===== src/rtl/bioz_siggen_pkg.sv =====
// Shared types and derivation helpers for the BioZ excitation generator.
// phase_to_onehot gives the bit index that is set in the one-hot DAC code for a phase.
package bioz_siggen_pkg;

   typedef enum logic [1:0] {
      ST_IDLE  = 2'd0,
      ST_RUN   = 2'd1,
      ST_DRAIN = 2'd2
   } state_t;

   function automatic int calc_q(input int n_log2);
      return 1 << (n_log2 - 2);
   endfunction

   function automatic int calc_pw(input int n_log2);
      return (1 << (n_log2 - 1)) + 1;
   endfunction

   function automatic int clamp_k(input int sel, input int n_log2);
      return (sel > n_log2 - 2) ? (n_log2 - 2) : sel;
   endfunction

   // Half-sine mapping: rising/falling positive half, then the negative half on bits Q+1..2Q
   function automatic int phase_to_onehot(input int n_log2, input int p);
      int q;
      q = calc_q(n_log2);
      if (p <= q)          return p;
      else if (p <= 2 * q) return 2 * q - p;
      else if (p <= 3 * q) return p - q;
      else                 return 5 * q - p;
   endfunction

endpackage


===== src/rtl/bioz_siggen_phase_decode.sv =====
// Combinational phase decode: one-hot DAC code, excitation clock and quadrant I/Q references.
// With run low every output takes its idle value.
module bioz_siggen_phase_decode
   import bioz_siggen_pkg::*;
#(
   parameter int N_LOG2 = 5,
   parameter int P_W    = calc_pw(N_LOG2)
) (
   input  logic [N_LOG2-1:0] p,
   input  logic [N_LOG2-1:0] q,
   input  logic              run,
   output logic [P_W-1:0]    p_code,
   output logic              clk_bioz,
   output logic              i_pos,
   output logic              i_neg,
   output logic              q_pos,
   output logic              q_neg
);

   always_comb begin
      p_code   = P_W'(1);
      clk_bioz = 1'b0;
      i_pos    = 1'b0;
      i_neg    = 1'b0;
      q_pos    = 1'b0;
      q_neg    = 1'b0;
      if (run) begin
         p_code   = P_W'(1) << phase_to_onehot(N_LOG2, int'(p));
         clk_bioz = ~p[N_LOG2-1];
         i_pos    = ~q[N_LOG2-1] & ~q[N_LOG2-2];
         i_neg    =  q[N_LOG2-1] & ~q[N_LOG2-2];
         q_pos    = ~q[N_LOG2-1] &  q[N_LOG2-2];
         q_neg    =  q[N_LOG2-1] &  q[N_LOG2-2];
      end
   end

endmodule


===== src/rtl/bioz_siggen_dacctrl_param.sv =====
// BioZ excitation generator top: enable FSM, phase accumulator, period-boundary shadow
// registers for step size and I/Q offset, period counter and the registered outputs.
module bioz_siggen_dacctrl_param
   import bioz_siggen_pkg::*;
#(
   parameter int N_LOG2 = 5,
   parameter int P_W    = calc_pw(N_LOG2),
   parameter int SEL_W  = 2,
   parameter int CNT_W  = 16
) (
   input  logic              Clk,
   input  logic              Resetn,
   input  logic              Enable,
   input  logic [SEL_W-1:0]  StepSel,
   input  logic [N_LOG2-1:0] PhaseOfs,
   output logic [P_W-1:0]    P,
   output logic              clk_bioz_P,
   output logic              clk_bioz_N,
   output logic              IP,
   output logic              IN,
   output logic              QP,
   output logic              QN,
   output logic              clk_merged_IF_P,
   output logic              clk_merged_IF_N,
   output logic              Busy,
   output logic              PeriodDone,
   output logic [CNT_W-1:0]  PeriodCnt
);

   state_t              state, state_nxt;
   logic [N_LOG2-1:0]   p, p_nxt;
   logic [SEL_W-1:0]    k_act, k_in;
   logic [N_LOG2-1:0]   ofs;
   logic [N_LOG2-1:0]   stride;
   logic [N_LOG2:0]     sum;
   logic                wrap, run, load_cfg;

   logic [P_W-1:0]      dec_p;
   logic                dec_clk, dec_ip, dec_in, dec_qp, dec_qn, merged_nxt;

   assign run    = (state != ST_IDLE);
   assign k_in   = SEL_W'(clamp_k(int'(StepSel), N_LOG2));
   assign stride = N_LOG2'(1) << k_act;

   always_comb begin
      sum      = {1'b0, p} + {1'b0, stride};
      wrap     = run & sum[N_LOG2];
      load_cfg = ~run | wrap;
      p_nxt    = (run && !wrap) ? sum[N_LOG2-1:0] : '0;
   end

   // Dropping Enable on the wrap cycle ends the period there, so it goes straight to IDLE.
   always_comb begin
      state_nxt = state;
      case (state)
         ST_IDLE:  if (Enable) state_nxt = ST_RUN;
         ST_RUN:   if (!Enable) state_nxt = wrap ? ST_IDLE : ST_DRAIN;
         ST_DRAIN: if (Enable) state_nxt = ST_RUN;
                   else if (wrap) state_nxt = ST_IDLE;
         default:  state_nxt = ST_IDLE;
      endcase
   end

   bioz_siggen_phase_decode #(
      .N_LOG2 (N_LOG2),
      .P_W    (P_W)
   ) u_decode (
      .p        (p),
      .q        (p + ofs),
      .run      (run),
      .p_code   (dec_p),
      .clk_bioz (dec_clk),
      .i_pos    (dec_ip),
      .i_neg    (dec_in),
      .q_pos    (dec_qp),
      .q_neg    (dec_qn)
   );

   assign merged_nxt = run & ~((dec_ip | dec_qp) ^ dec_clk);

   always_ff @(posedge Clk or negedge Resetn) begin
      if (!Resetn) begin
         state     <= ST_IDLE;
         p         <= '0;
         k_act     <= '0;
         ofs       <= '0;
         PeriodCnt <= '0;
      end else begin
         state <= state_nxt;
         p     <= p_nxt;
         if (load_cfg) begin
            k_act <= k_in;
            ofs   <= PhaseOfs;
         end
         if (!run)      PeriodCnt <= '0;
         else if (wrap) PeriodCnt <= PeriodCnt + 1'b1;
      end
   end

   always_ff @(posedge Clk or negedge Resetn) begin
      if (!Resetn) begin
         P               <= P_W'(1);
         clk_bioz_P      <= 1'b0;
         IP              <= 1'b0;
         IN              <= 1'b0;
         QP              <= 1'b0;
         QN              <= 1'b0;
         clk_merged_IF_P <= 1'b0;
         Busy            <= 1'b0;
         PeriodDone      <= 1'b0;
      end else begin
         P               <= dec_p;
         clk_bioz_P      <= dec_clk;
         IP              <= dec_ip;
         IN              <= dec_in;
         QP              <= dec_qp;
         QN              <= dec_qn;
         clk_merged_IF_P <= merged_nxt;
         Busy            <= run;
         PeriodDone      <= wrap;
      end
   end

   assign clk_bioz_N      = ~clk_bioz_P;
   assign clk_merged_IF_N = ~clk_merged_IF_P;

endmodule


===== config.mk =====
export PLATFORM = sky130hd
export DESIGN_NAME = bioz_siggen_dacctrl_param
export DESIGN_NICKNAME = d
export VERILOG_FILES = /design/src/rtl/bioz_siggen_pkg.sv /design/src/rtl/bioz_siggen_phase_decode.sv /design/src/rtl/bioz_siggen_dacctrl_param.sv
export SDC_FILE = /design/constraint.sdc
export NUM_CORES = 1
export LEC_CHECK = 0
export CAP_MARGIN = 20
export CORE_MARGIN = 2
export CORE_UTILIZATION = 40
export DETAILED_ROUTE_END_ITERATION = 8
export HOLD_SLACK_MARGIN = 0.08
export PLACE_DENSITY = 0.62
export SYNTH_ARGS = -nofsm -noshare
export SYNTH_HDL_FRONTEND = slang
export SYNTH_HIERARCHICAL = 1
export SYNTH_SLANG_ARGS = --single-unit

===== constraint.sdc =====
create_clock -name Clk -period 4.65 [get_ports Clk]
set_input_delay 0.93 -clock Clk [delete_from_list [all_inputs] [get_ports Clk]]
set_output_delay 0.93 -clock Clk [all_outputs]
set_load 0.02 [all_outputs]

==> results of run 1 <==
## worst max-delay path, cell delays in order (launching register included)
cell and delay [ps]:
dfrtp_1 580, inv_1 110, ha_1 260, nor3b_4 190, ha_1 210, nand2b_1 200, nor2_2 290, a31oi_4 150
xnor2_1 570, nor3_1 140
## metrics by stage
step	std cells	instance area, sq um	worst slack [ps]	util [%]	total power, mW
final	423	3656	1803	50.95	1.926
after global routing	423	3656	1561	50.95	2.065
after CTS	423	3656	1811	50.95	1.944
after detailed placement	415	3538	1837	49.31	1.612
after global placement	415	3538	1869	49.31	1.607
after floorplan	270	2940	2286	-	1.349
## registers in the layout (all words and copies together), names as in the netlist, 2 cells and up
signal / cells
P: 17
PeriodCnt: 16
k_act: 2
ofs: 5
p: 5
state: 2
## power breakdown
part | internal, mW | leakage (nW) | switching, mW
sequential | 0.567 | 0.731 | 0.0956
combinational | 0.390 | 0.787 | 0.550
clock | 0.174 | 0.0612 | 0.150
total | 1.13 | 1.58 | 0.795
## placed cells by master, fill, tap and decap left out, types with 7 or more instances in the layout
cell              n
a21oi_1          20
dfrtp_1          54
inv_1            17
ha_1             15
or4_1             8
nand3_1           7
clkdlybuf4s50_1  51
nand2_1          10
nor2_1           10
o21ai_0           8
or3_1             8
nor3_1           17
a21o_1            7
mux2_2            7
## worst min-delay path by stage
stage	startpoint	end	slack, ps	cells past startpoint
after floorplan	state[1]$_DFFE_PN0P_	state[1]$_DFFE_PN0P_	440	1
after global placement	state[1]$_DFFE_PN0P_	state[1]$_DFFE_PN0P_	470	1
after detailed placement	state[0]$_DFFE_PN0P_	state[0]$_DFFE_PN0P_	480	1
after CTS	state[0]$_DFFE_PN0P_	state[0]$_DFFE_PN0P_	490	1
after global routing	state[0]$_DFFE_PN0P_	state[1]$_DFFE_PN0P_	500	1
final	state[0]$_DFFE_PN0P_	state[0]$_DFFE_PN0P_	480	1
## layer usage
layer / routed length, microns / track usage [%] / part of all wire (%)
met5: 0 / 0 / 0
met4: 68 / 4.487 / 1.2
met3: 247 / 2.766 / 4.2
met2: 2798 / 24.56 / 47
met1: 2780 / 19.87 / 47
## area by class of cell
class / instances / area (sq um)
clock inverters: 2 / 35.03
clock buffers: 6 / 82.58
flip-flops and latches: 55 / 1378
well taps: 99 / 123.9
multi-input cells: 190 / 1443
fillers: 652 / 3520
inverters: 17 / 63.81
repair buffers: 54 / 530.5
==> impl_metrics.yaml, run 1 <==
outcome:
  status: "complete, no violations"
sta:
  worstMarginPinSlew_ps: 680.9
  finalHoldViolations: 0
  timing.final.crit_share_pct: 61.23
  setup_viol: 0
  timing.hold.ws_ps: 483.0
  fin_setup_tns_ps: 0
  fmaxAchievable_mhz: 351.2
  slew_viol_final: 0
  fin_crit_ps: 2847
  rsz0062_at_grt: "no"
  max_slew_margin_pct: 54.28
  final.setup_skew_ps: 8.596
floorplan:
  fp.coreArea_sq_um: 7176
  start_util_pct: 40.98
  pin_count: 53
  rows: 31
  die_y_microns: 89.74
  die_w_microns: 89.74
  die_area_sq_um: 8052
logic_synthesis:
  ys_warn_count: 6
  syn_area_sq_um: 2940
  syn_inst: 270
  syn_avg_cell_area_sq_um: 10.89
  synth.net_count: 297
detailed_routing:
  vias: 2274
  drc: 0
  firstDrtPassIters: 4
  ant_nets: 0
  routed_wirelength_microns: 5895
  drtIter0Drc: 87
  wl_per_cell_microns: 13.94
  post_drt_via_cell_ratio: 5.376
setup_path:
  startpoint: "p[1]$_DFF_PN0_"
  ff2ff_path_depth: 9
  ff2ff_setup_slack_ps: 1800
  worstSetupPathType: "reg2reg"
  crit_arrival_ps: 3010
  rr_endpoint: "P[10]$_DFF_PN0_"
  worstSetupEndpointType: "flip-flop"
  crit_path_end: "P[10]$_DFF_PN0_"
  worst-path-max-fanout: 8
  rr_startpoint: "p[1]$_DFF_PN0_"
  required_ps: 4810
  start_kind: "flip-flop"
global_routing:
  grt_max_degree: 56
  grt_pass1_wl_microns: 9970
  antenna_found_initial: 0
  grt_pass1_vias: 2147
  grt-ovfl-total: 0
  track_usage_pct: 14.81
final_layout:
  drive_above_1_share_pct: 9.877
  finalNetCount: 350
  diodes: 0
  area_delta_synth_final_pct: 24.34
power_and_ir_drop:
  p_leak_nw: 1.580
  p_per_area_nw_per_um2: 526.8
  ir_drop_mv: 0.2003
clock_network:
  cts.path.max_buffers: 2
  insertion_delay_ps: 310
  cts_tree: "yes"
  cts_post_setup_buffers_inserted: 0
  cts_buffers: 5
  clock-root-buffer: "clkbuf_8"
  ctsResizeCount: 0
  ctsHoldBuffers: 0
  cts_sinks: 55
  htreeDepth: 2
  path_clk_slew_ps: 100
run:
  cap_viol_max_count: 0
placed_design:
  dpl.hpwl_microns: 4177
  io_buffer_count: 52
  gp_congestion: 0.8368
min_path:
  hp-class: "reg2reg"
No activity file was read; power rests on OpenSTA's default activity.
==> run 2, diff against run 1 <==
--- a/config.mk
+++ b/config.mk
@@ -10,7 +10,7 @@
 export CORE_UTILIZATION = 40
 export DETAILED_ROUTE_END_ITERATION = 8
 export HOLD_SLACK_MARGIN = 0.08
-export PLACE_DENSITY = 0.62
+export PLACE_DENSITY = 0.64
 export SYNTH_ARGS = -nofsm -noshare
 export SYNTH_HDL_FRONTEND = slang
 export SYNTH_HIERARCHICAL = 1
==> constraint.sdc (replaced) <==
create_clock -name Clk -period 2.5 [get_ports Clk]
set_input_delay 0.5 -clock Clk [delete_from_list [all_inputs] [get_ports Clk]]
set_output_delay 0.5 -clock Clk [all_outputs]
set_load 0.02 [all_outputs]
==> impl_metrics.yaml, run 2 (synthesis gave the netlist of run 1 again) <==
sta:
  setup_viol: 0
  finalHoldViolations: 0
  final.setup_skew_ps: 10.95
  fmaxAchievable_mhz: 432.9
  fin_setup_tns_ps: 0
  slew_viol_final: 0
  rsz0062_at_grt: "no"
  worstMarginPinSlew_ps: 582.3
  fin_crit_ps: 2310
  max_slew_margin_pct: 61.18
  timing.hold.ws_ps: 168.9
  timing.final.crit_share_pct: 92.41
setup_path:
  crit_path_end: "clk_merged_IF_P$_DFF_PN0_"
  ff2ff_path_depth: 10
  cp_num_cells: 10
  rr_startpoint: "p[1]$_DFF_PN0_"
  ff2ff_setup_slack_ps: 190
  cp_top_family: "simple AND/OR/NAND/NOR gates"
  required_ps: 2750
  startpoint: "p[1]$_DFF_PN0_"
  rr_endpoint: "clk_merged_IF_P$_DFF_PN0_"
  worstSetupEndpointType: "flip-flop"
  max_stage_delay_ps: 420
  cp_slowest_cell: "fa_1"
  path_cells: "buf_4, inv_1, fa_1, inv_1, a21o_1, a21oi_1, xnor2_1, and3b_1, or3_1, a21oi_1"
  crit_arrival_ps: 2560
  worstSetupPathType: "reg2reg"
  crit_buf_inv: 3
  start_kind: "flip-flop"
  worst-path-max-fanout: 7
power_and_ir_drop:
  ir_drop_mv: 0.3866
  p_per_area_nw_per_um2: 1014
  p_leak_nw: 1.645
global_routing:
  antenna_found_initial: 0
  grt-ovfl-total: 0
  grt_pass1_wl_microns: 10570
  grt_max_degree: 33
  grt_pass1_vias: 2248
  track_usage_pct: 15.77
placed_design:
  gp_congestion: 0.8196
  io_buffer_count: 52
  dpl.hpwl_microns: 4448
min_path:
  hp-class: "in2async"
detailed_routing:
  met1_length_microns: 2697
  ant_nets: 0
  wl_per_cell_microns: 14.34
  highest_layer: "met4"
  firstDrtPassIters: 4
  post_drt_via_cell_ratio: 5.316
  met2_length_microns: 3179
  routed_wirelength_microns: 6224
  vias: 2307
  dr_wl_met3_microns: 293
  drtIter0Drc: 74
  drc: 0
final_layout:
  largestRegisters: "P: 17 flops, PeriodCnt: 16 flops"
  regArea_sq_um: 1379
  regMostFlops: "P"
  layout_common_cells: "dfrtp_1, clkdlybuf4s50_1, a21oi_1"
  layout_commonest_cell: "dfrtp_1"
  fillerInstances: 654
  area_delta_synth_final_pct: 30.13
  multiInputGateArea_sq_um: 1518
  diodes: 0
  drive_above_1_share_pct: 15.82
  largest_reg_flops: 17
  finalNetCount: 361
floorplan:
  die_y_microns: 89.74
  die_area_sq_um: 8052
  start_util_pct: 40.98
  die_w_microns: 89.74
  rows: 31
  fp.coreArea_sq_um: 7176
  pin_count: 53
clock_network:
  clock-root-buffer: "clkbuf_8"
  cts_sinks: 55
  cts.path.max_buffers: 2
  cts_buffers: 5
  htreeDepth: 2
  insertion_delay_ps: 320
  ctsHoldBuffers: 0
  cts_tree: "yes"
  path_clk_slew_ps: 110
run:
  cap_viol_max_count: 0
outcome:
  status: "complete, no violations"
-- run 2: routing by layer --
| metal | track usage [%] | up-vias |
|---|---|---|
| met5 | 0 | - |
| met4 | 3.974 | 0 |
| met3 | 4.191 | 6 |
| met1 | 19.65 | 1132 |
| li1 | - | 1122 |
| met2 | 27.34 | 47 |
-- run 2: worst min-delay path by stage --
stage                         start              endpoint  depth (start not counted)  slack [ps]
2_1_floorplan                Resetn        Busy$_DFF_PN0_                          0         200
3_3_place_gp   state[1]$_DFFE_PN0P_  state[1]$_DFFE_PN0P_                          1         460
3_5_place_dp   state[0]$_DFFE_PN0P_  state[1]$_DFFE_PN0P_                          1         470
4_1_cts                      Resetn       P[12]$_DFF_PN0_                          1         190
5_1_grt                      Resetn       P[11]$_DFF_PN0_                          1         200
6_report                     Resetn       P[12]$_DFF_PN0_                          1         170
-- run 2: through the flow --
step | cell area (sq um) | power, mW | cells | utilization, % | worst slack [ps]
3_5_place_dp | 3618 | 3.066 | 424 | 50.43 | -61.81
3_3_place_gp | 3618 | 3.053 | 424 | 50.43 | -33.78
5_1_grt | 3826 | 4.149 | 434 | 53.32 | 38.98
6_report | 3826 | 3.880 | 434 | 53.32 | 189.9
4_1_cts | 3767 | 3.764 | 433 | 52.50 | -15.90
2_1_floorplan | 2940 | 2.509 | 270 | - | 135.8
-- run 2: what timing repair did --
item	CTS	global route
resized for setup	4	11
endpoints found under the setup margin	21	24
pin swaps	0	1
hold endpoints to repair	0	0
gates cloned	0	0
setup buffers	1	1
-- run 2: layout make-up --
class	count	share of cell area [%]
multi-input cells	190	39.67
flip-flops and latches	55	36.04
repair buffers	65	16.35
well taps	99	3.237
clock buffers	5	1.799
inverters	17	1.668
clock inverters	3	1.243
-- run 2: power breakdown --
group	switching [mW]	leakage, nW	total [mW]	internal [mW]
sequential	0.129	0.730	1.19	1.06
clock	0.309	0.0587	0.614	0.304
combinational	1.18	0.857	2.08	0.902
